### config.mk
export PLATFORM = sky130hd
export DESIGN_NAME = logic_accum_unit
export DESIGN_NICKNAME = d
export VERILOG_FILES = /design/src/rtl/logic_accum_unit.sv
export SDC_FILE = /design/constraint.sdc
export NUM_CORES = 1
export LEC_CHECK = 0
export BUFFER_PORTS_ARGS = -buffer_cell sky130_fd_sc_hd__buf_2
export CAP_MARGIN = 40
export CELL_PAD_IN_SITES_DETAIL_PLACEMENT = 1
export CELL_PAD_IN_SITES_GLOBAL_PLACEMENT = 1
export CORE_MARGIN = 2
export CORE_UTILIZATION = 24
export CTS_BUF_LIST = sky130_fd_sc_hd__clkbuf_16
export CTS_CLUSTER_SIZE = 40
export DETAILED_ROUTE_END_ITERATION = 12
export PLACE_DENSITY = 0.62
export SLEW_MARGIN = 0
export SYNTH_ARGS = -nofsm -noshare
export SYNTH_HDL_FRONTEND = slang
export SYNTH_SLANG_ARGS = --single-unit
### constraint.sdc
create_clock -name clk -period 2.79 [get_ports clk]
set_input_delay 0.558 -clock clk [delete_from_list [all_inputs] [get_ports clk]]
set_output_delay 0.558 -clock clk [all_outputs]
set_load 0.1 [all_outputs]
### src/rtl/logic_accum_unit.sv
// Streaming bitwise fold (AND/OR/XOR/NAND) of WIDTH-bit operands, with a registered result handshake.
// Optional macro LOGIC_ACCUM_PARITY_EN adds out_parity (XOR-reduce of out_data).
module logic_accum_unit #(
  parameter int WIDTH     = 8,
  parameter int MAX_BEATS = 16,
  localparam int CNT_W    = $clog2(MAX_BEATS + 1)
) (
  input  logic             clk,
  input  logic             rst,
  input  logic             in_valid,
  output logic             in_ready,
  input  logic [WIDTH-1:0] in_data,
  input  logic             in_last,
  input  logic [1:0]       op,
  output logic             out_valid,
  input  logic             out_ready,
  output logic [WIDTH-1:0] out_data,
  output logic [CNT_W-1:0] out_count,
  output logic             out_overflow
`ifdef LOGIC_ACCUM_PARITY_EN
  ,output logic            out_parity
`endif
);

  typedef enum logic [1:0] {IDLE, ACCUM, DONE} state_t;

  state_t             state, state_n;
  logic [WIDTH-1:0]   acc, acc_n, fold, res_n;
  logic [CNT_W-1:0]   count, cnt_n;
  logic [1:0]         op_q, opq_n, fold_op;
  logic               fin, ovf_n;

  // op is only live on the first beat; later beats fold with the latched op
  always_comb begin
    fold_op = (state == IDLE) ? op : op_q;
    case (fold_op)
      2'b01:   fold = acc | in_data;
      2'b10:   fold = acc ^ in_data;
      default: fold = acc & in_data;
    endcase
  end

  always_comb begin
    state_n   = state;
    acc_n     = acc;
    cnt_n     = count;
    opq_n     = op_q;
    fin       = 1'b0;
    in_ready  = (state != DONE);
    out_valid = (state == DONE);
    case (state)
      IDLE: if (in_valid) begin
        acc_n   = in_data;
        cnt_n   = CNT_W'(1);
        opq_n   = op;
        fin     = in_last || (MAX_BEATS == 1);
        state_n = fin ? DONE : ACCUM;
      end
      ACCUM: if (in_valid) begin
        acc_n   = fold;
        cnt_n   = count + 1'b1;
        fin     = in_last || (cnt_n == CNT_W'(MAX_BEATS));
        state_n = fin ? DONE : ACCUM;
      end
      DONE: if (out_ready) state_n = IDLE;
      default: state_n = IDLE;
    endcase
    ovf_n = !in_last && (cnt_n == CNT_W'(MAX_BEATS));
    res_n = (opq_n == 2'b11) ? ~acc_n : acc_n;
  end

  always_ff @(posedge clk) begin
    if (rst) begin
      state        <= IDLE;
      acc          <= '0;
      count        <= '0;
      op_q         <= 2'b00;
      out_data     <= '0;
      out_count    <= '0;
      out_overflow <= 1'b0;
`ifdef LOGIC_ACCUM_PARITY_EN
      out_parity   <= 1'b0;
`endif
    end else begin
      state <= state_n;
      acc   <= acc_n;
      count <= cnt_n;
      op_q  <= opq_n;
      // result registers move only on the edge that enters DONE
      if (fin) begin
        out_data     <= res_n;
        out_count    <= cnt_n;
        out_overflow <= ovf_n;
`ifdef LOGIC_ACCUM_PARITY_EN
        out_parity   <= ^res_n;
`endif
      end
    end
  end

endmodule

==> metrics.txt, run 1 <==
I/O pin count 31; synth-to-layout area growth 18.3%; most common cell in the netlist dfxtp_1; number of buffers created by CTS 5; sequential fraction of the synthesis area 0.312; final worst setup slack roughly 0.28 ns; DR pass1 iterations 3; grt total ovfl 0; final-report setup violation count 0; #FFs+latches synth 31; final critical-path required period approximately 2.5 ns; die extent in y between 90 and 100 um; main flop type after synthesis dfxtp_1; Synth top cells by count dfxtp_1, inv_1, ha_1, nor2_1, a21oi_1; crit path kind register to register; Max Root-Sink Buffers 2; die area 9040 sq um; post-route cell area about 2400 sq um; Vias ~1.8k; Avg Cell Area, Syn between 8 and 9 sq um; Starting Density 0.245; Setup TNS 0 ns; Tot GR Track Use 0.123; post_cts resized 0; Final Hold Viols 0; Synth async-reset ratio 0; fraction of layout cells with a size suffix above 1 0.186; clk_lat worst skew ~0.28 ns; clock-pin transition on the worst setup and hold timing paths approximately 0.05 ns; Setup WS pre-CTS slightly below 0.3 ns; Final Max Slew Viols 0; Post-CTS Setup Inserts 0; initial antenna violation count 0; number of antenna repair diodes 0; Worst Tran Pin Value approximately 0.66 ns; vias per cell between 4 and 5; CP Max Fanout 9; # rows 33; upper clock frequency limit 399 MHz; Rel. slew slack 0.560; CTS Sinks 31; outcome finished, final reports clean; Die X about 95 um; WL/cell roughly 15 um; CP arrival between 2 and 3 ns; Core Region around 8100 sq um; hpwl dp between 3 and 4 mm; Cell Area, Placed between 2000 and 2500 sq um; number of max-cap violations 0; Iter 0 DRT Violations 69; share of the synthesized area in the top cell type 0.312; CP startpoint kind register; Mapped Area 1990 sq um; Final GP Congestion 0.749; CP Capture Type register; Tot Pwr about 1.3 mW; Syn Nets ~270; largest area contributor in the netlist dfxtp_1; vias in the first global route roughly 1.8k; crit share post-route 0.898; unique cell type count in the Yosys netlist 47; largest net degree at the start of global routing 33; cell leakage power 1.01 nW; CTS tree yes; CTS Hold Bufs 0; Worst Skew 0.00298 ns; Worst EP required 2.98 ns; Power Dens Cells approximately 570 nW/um^2; maximum VDD drop between 0.00015 and 0.0002 V; final wirelength 5.36 mm; Final ANT Viol Nets 0; Yosys Warn Count 0; Post-synth EDFFs 0; RSZ-0062 raised after global routing false; synth top area cells dfxtp_1, ha_1, a211oi_1; first-pass GRT wire length 8.69 mm; nets between 200 and 300; PortBufs 30; Gate Count Post-Synth between 200 and 250; H-tree depth 2; # DRC 0; Hold Crit Class register to register; root buf cell clkbuf_16
-- routing by layer --
metal / wire length (um) / GRT usage / vias to the layer above
met5: 0 / 0 / -
met4: 84 / 0.0459 / 0
met3: 201 / 0.0285 / 7
met2: 2680 / 0.214 / 20
met1: 2400 / 0.148 / 840
li1: - / - / 890
-- power breakdown --
part           leakage [nW]  total, mW  internal [mW]  switching (mW)
registers             0.255      0.494          0.472          0.0226
logic                 0.684      0.336         0.0969           0.239
clock network        0.0701      0.515          0.321           0.194
total                  1.01       1.35          0.889           0.456
-- layout make-up --
class                   count  area (sq um)
clock inverters             3          11.3
multi-input cells         170          1210
repair buffers             33           173
clock buffers               5           125
well taps                 105           131
fillers                   952          5780
flip-flops and latches     31           621
inverters                  22          82.6
-- logic make-up after synthesis --
group,after synthesis,share of synthesized area
AND/OR/NAND/NOR,75,0.203
flip-flops,31,0.312
adder cells (fa/ha/maj),20,0.126
XOR/XNOR,6,0.0264
buffers and inverters,36,0.0810
AO/OA/AOI/OAI,65,0.232
multiplexers,4,0.0207
-- metrics by stage --
step	utilization	instances	hold slack (ns)
final	0.290	369	0.478
after global routing	0.290	369	0.508
after CTS	0.290	369	0.485
after detailed placement	0.273	361	0.476
after global placement	0.273	361	0.475
after floorplan	-	237	0.464
-- flip-flops by register name, indices dropped and copies added (netlist names) --
signal and count:
out_overflow 1, count 5, out_data 8, acc 8, out_count 5, op_q 2, state 2
-- critical path, cell delays in order (launching register included) --
cell      delay [ns]
dfxtp_1         0.41
nor2_1          0.21
mux2_2          0.37
ha_1            0.35
and2_1          0.28
a221oi_1        0.44
xnor2_1         0.12
a211oi_1        0.23
-- cells in the final DEF (no fill, tap or decap), types with 3 or more instances in the layout --
cell type  count
dfxtp_1       31
buf_2         30
inv_1         23
ha_1          20
nor2_1        19
a21oi_1       18
a211oi_1      14
nand2_1       13
o21ai_0       12
nor3_1         8
nand3_1        6
nor2b_1        6
xnor2_1        6
a221oi_1       5
clkbuf_16      5
mux2i_1        3
nor2_2         3
and3_1         3
nor4_1         3
and2_1         3
buf_4          3
-- final timing paths --
kind	from	to	slack, ns	cells after the start
worst max-delay path	state[1]	out_data[3]	0.28	7
worst min-delay path	out_overflow	out_overflow	0.48	2
worst max register to register	state[1]	out_data[3]	0.28	7
worst min register to register	out_overflow	out_overflow	0.48	2
No activity file was read; power rests on OpenSTA's default activity.
==> inputs of run 2 (changes only) <==
--- a/config.mk
+++ b/config.mk
@@ -10,11 +10,12 @@
 export CELL_PAD_IN_SITES_DETAIL_PLACEMENT = 1
 export CELL_PAD_IN_SITES_GLOBAL_PLACEMENT = 1
 export CORE_MARGIN = 2
-export CORE_UTILIZATION = 24
+export CORE_UTILIZATION = 42
 export CTS_BUF_LIST = sky130_fd_sc_hd__clkbuf_16
 export CTS_CLUSTER_SIZE = 40
 export DETAILED_ROUTE_END_ITERATION = 12
-export PLACE_DENSITY = 0.62
+export HOLD_SLACK_MARGIN = 0.15
+export PLACE_DENSITY = 0.91
 export SLEW_MARGIN = 0
 export SYNTH_ARGS = -nofsm -noshare
 export SYNTH_HDL_FRONTEND = slang
==> run 2 against run 1 <==
Largest cell class unchanged. Via count grew 3.0%. First-iteration DRC count grew 19%. Non-clock buffer count is the same. Critical path type unchanged.
==> metrics.txt, run 2 (synthesis gave the netlist of run 1 again) <==
outcome finished, final reports clean; crit share post-route 0.889; first-pass GRT wire length around 9 mm; post-layout util 0.498; CP startpoint kind register; post-route cell area between 2000 and 2500 sq um; critical path capture point out_data[1]; Logic pwr share 0.238; Worst Tran Pin Value roughly 0.61 ns; HP Start out_count[1]; fraction of layout cells with a size suffix above 1 0.193; reg2reg end out_data[1]; WL/cell about 18 um; Post-CTS Setup Inserts 0; biggest regs acc x8, out_data x8; upper clock frequency limit ~400 MHz; Final GP Congestion 0.772; number of max-cap violations 0; initial antenna violation count 0; PortBufs 30; Sw Pwr ~480 uW; Sw Ratio 0.325; Max Root-Sink Buffers 2; die area 5310 sq um; grt total ovfl 0; vias in the first global route roughly 1.9k; crit path kind register to register; RSZ-0062 raised after global routing false; cell leakage power 1.02 nW; CTS tree yes; Starting Density 0.427; Tot Pwr between 1 and 1.5 mW; H-tree depth 2; Fillers 572; Critical Path Source state[0]; clk_lat worst skew between 0.2 and 0.3 ns; largest net degree at the start of global routing 33; final wirelength between 5 and 6 mm; nets about 300; Cell Area, Placed approximately 2200 sq um; synth-to-layout area growth 16.5%; power share of the sequential group 0.337; post_cts resized 0; Final ANT Viol Nets 0; Tot GR Track Use 0.224; CP Capture Type register; most frequent cells in the layout dfxtp_1, buf_2, inv_1; CTS Sinks 31; hpwl dp approximately 3.7 mm; number of antenna repair diodes 0; DR pass1 iterations 4; Final Max Slew Viols 0; Setup WS pre-CTS roughly 0.26 ns; commonest non-fill, non-tap cell in the layout dfxtp_1; clock-pin transition on the worst setup and hold timing paths 0.06 ns; # rows 25; Cell Int Power around 990 uW; final critical-path required period 2.48 ns; Worst R2R Start state[0]; Die X around 73 um; Setup TNS 0 ns; Worst Skew between 0.008 and 0.009 ns; Power Dens Cells around 630 nW/um^2; final-report setup violation count 0; maximum VDD drop ~0.00028 V; CTS Hold Bufs 0; Iter 0 DRT Violations just over 80; die extent in y approximately 73 um; root buf cell clkbuf_16; worst reg2reg setup slack 0.31 ns; Vias roughly 1.8k; Worst EP required between 2 and 3 ns; CP arrival about 2.7 ns; # DRC 0; Rel. slew slack 0.595; number of buffers created by CTS 5; Worst Reg-to-Reg Cells 7; Hold Crit Class register to register; Core Region about 4700 sq um; Final Hold Viols 0; I/O pin count 31; vias per cell roughly 5.7; final worst setup slack between 0.3 and 0.4 ns; CP Max Fanout 6; Clk pwr share 0.424
-- run 2: cell count changes in the layout (fill, tap and decap cells not counted), sizes merged --
cell,delta
bufinv,+1
inv,-1
-- run 2: area by class of cell --
type | instances | area [sq um] | area share
clock buffer | 5 | 125 | 0.0539
tap | 54 | 67.6 | 0.0291
inverter | 22 | 82.6 | 0.0356
timing repair buffer | 33 | 173 | 0.0744
multi-input combinational | 170 | 1210 | 0.523
clock inverter | 3 | 38.8 | 0.0167
sequential | 31 | 621 | 0.268
-- run 2: worst max-delay path: stages (launching register included) --
cell      delay (ns)
dfxtp_1         0.31
nor2_1          0.18
mux2_2          0.37
ha_1            0.36
and2_1          0.27
a221oi_1        0.44
xnor2_1         0.15
a211oi_1        0.30
-- run 2: worst min path at each step --
| stage | cells after the start | slack, ns | end |
|---|---|---|---|
| 2_1_floorplan | 2 | 0.46 | op_q[1] |
| 3_3_place_gp | 2 | 0.46 | out_count[1] |
| 3_5_place_dp | 2 | 0.47 | out_count[1] |
| 4_1_cts | 2 | 0.48 | out_count[1] |
| 5_1_grt | 2 | 0.51 | out_overflow |
| 6_report | 2 | 0.48 | out_count[1] |
-- run 2: power groups by stage --
stage / Combinational, mW / Clock (mW) / Sequential [mW]
3_3_place_gp: 0.327 / 0 / 0.499
4_1_cts: 0.350 / 0.623 / 0.493
6_report: 0.348 / 0.620 / 0.492
3_5_place_dp: 0.342 / 0 / 0.501
5_1_grt: 0.378 / 0.646 / 0.496
2_1_floorplan: 0.180 / 0 / 0.587
-- run 2: routing by layer --
| layer | track usage | part of all wire | up-vias |
|---|---|---|---|
| li1 | - | - | 888 |
| met1 | 0.262 | 0.44 | 868 |
| met2 | 0.388 | 0.50 | 38 |
| met3 | 0.0414 | 0.031 | 15 |
| met4 | 0.113 | 0.031 | 0 |
| met5 | 0 | 0 | - |
-- run 2: stage by stage --
stage	hold slack, ns	cells
after floorplan	0.464	237
final	0.480	318
after global routing	0.515	318
after global placement	0.460	310
after CTS	0.482	318
after detailed placement	0.474	310
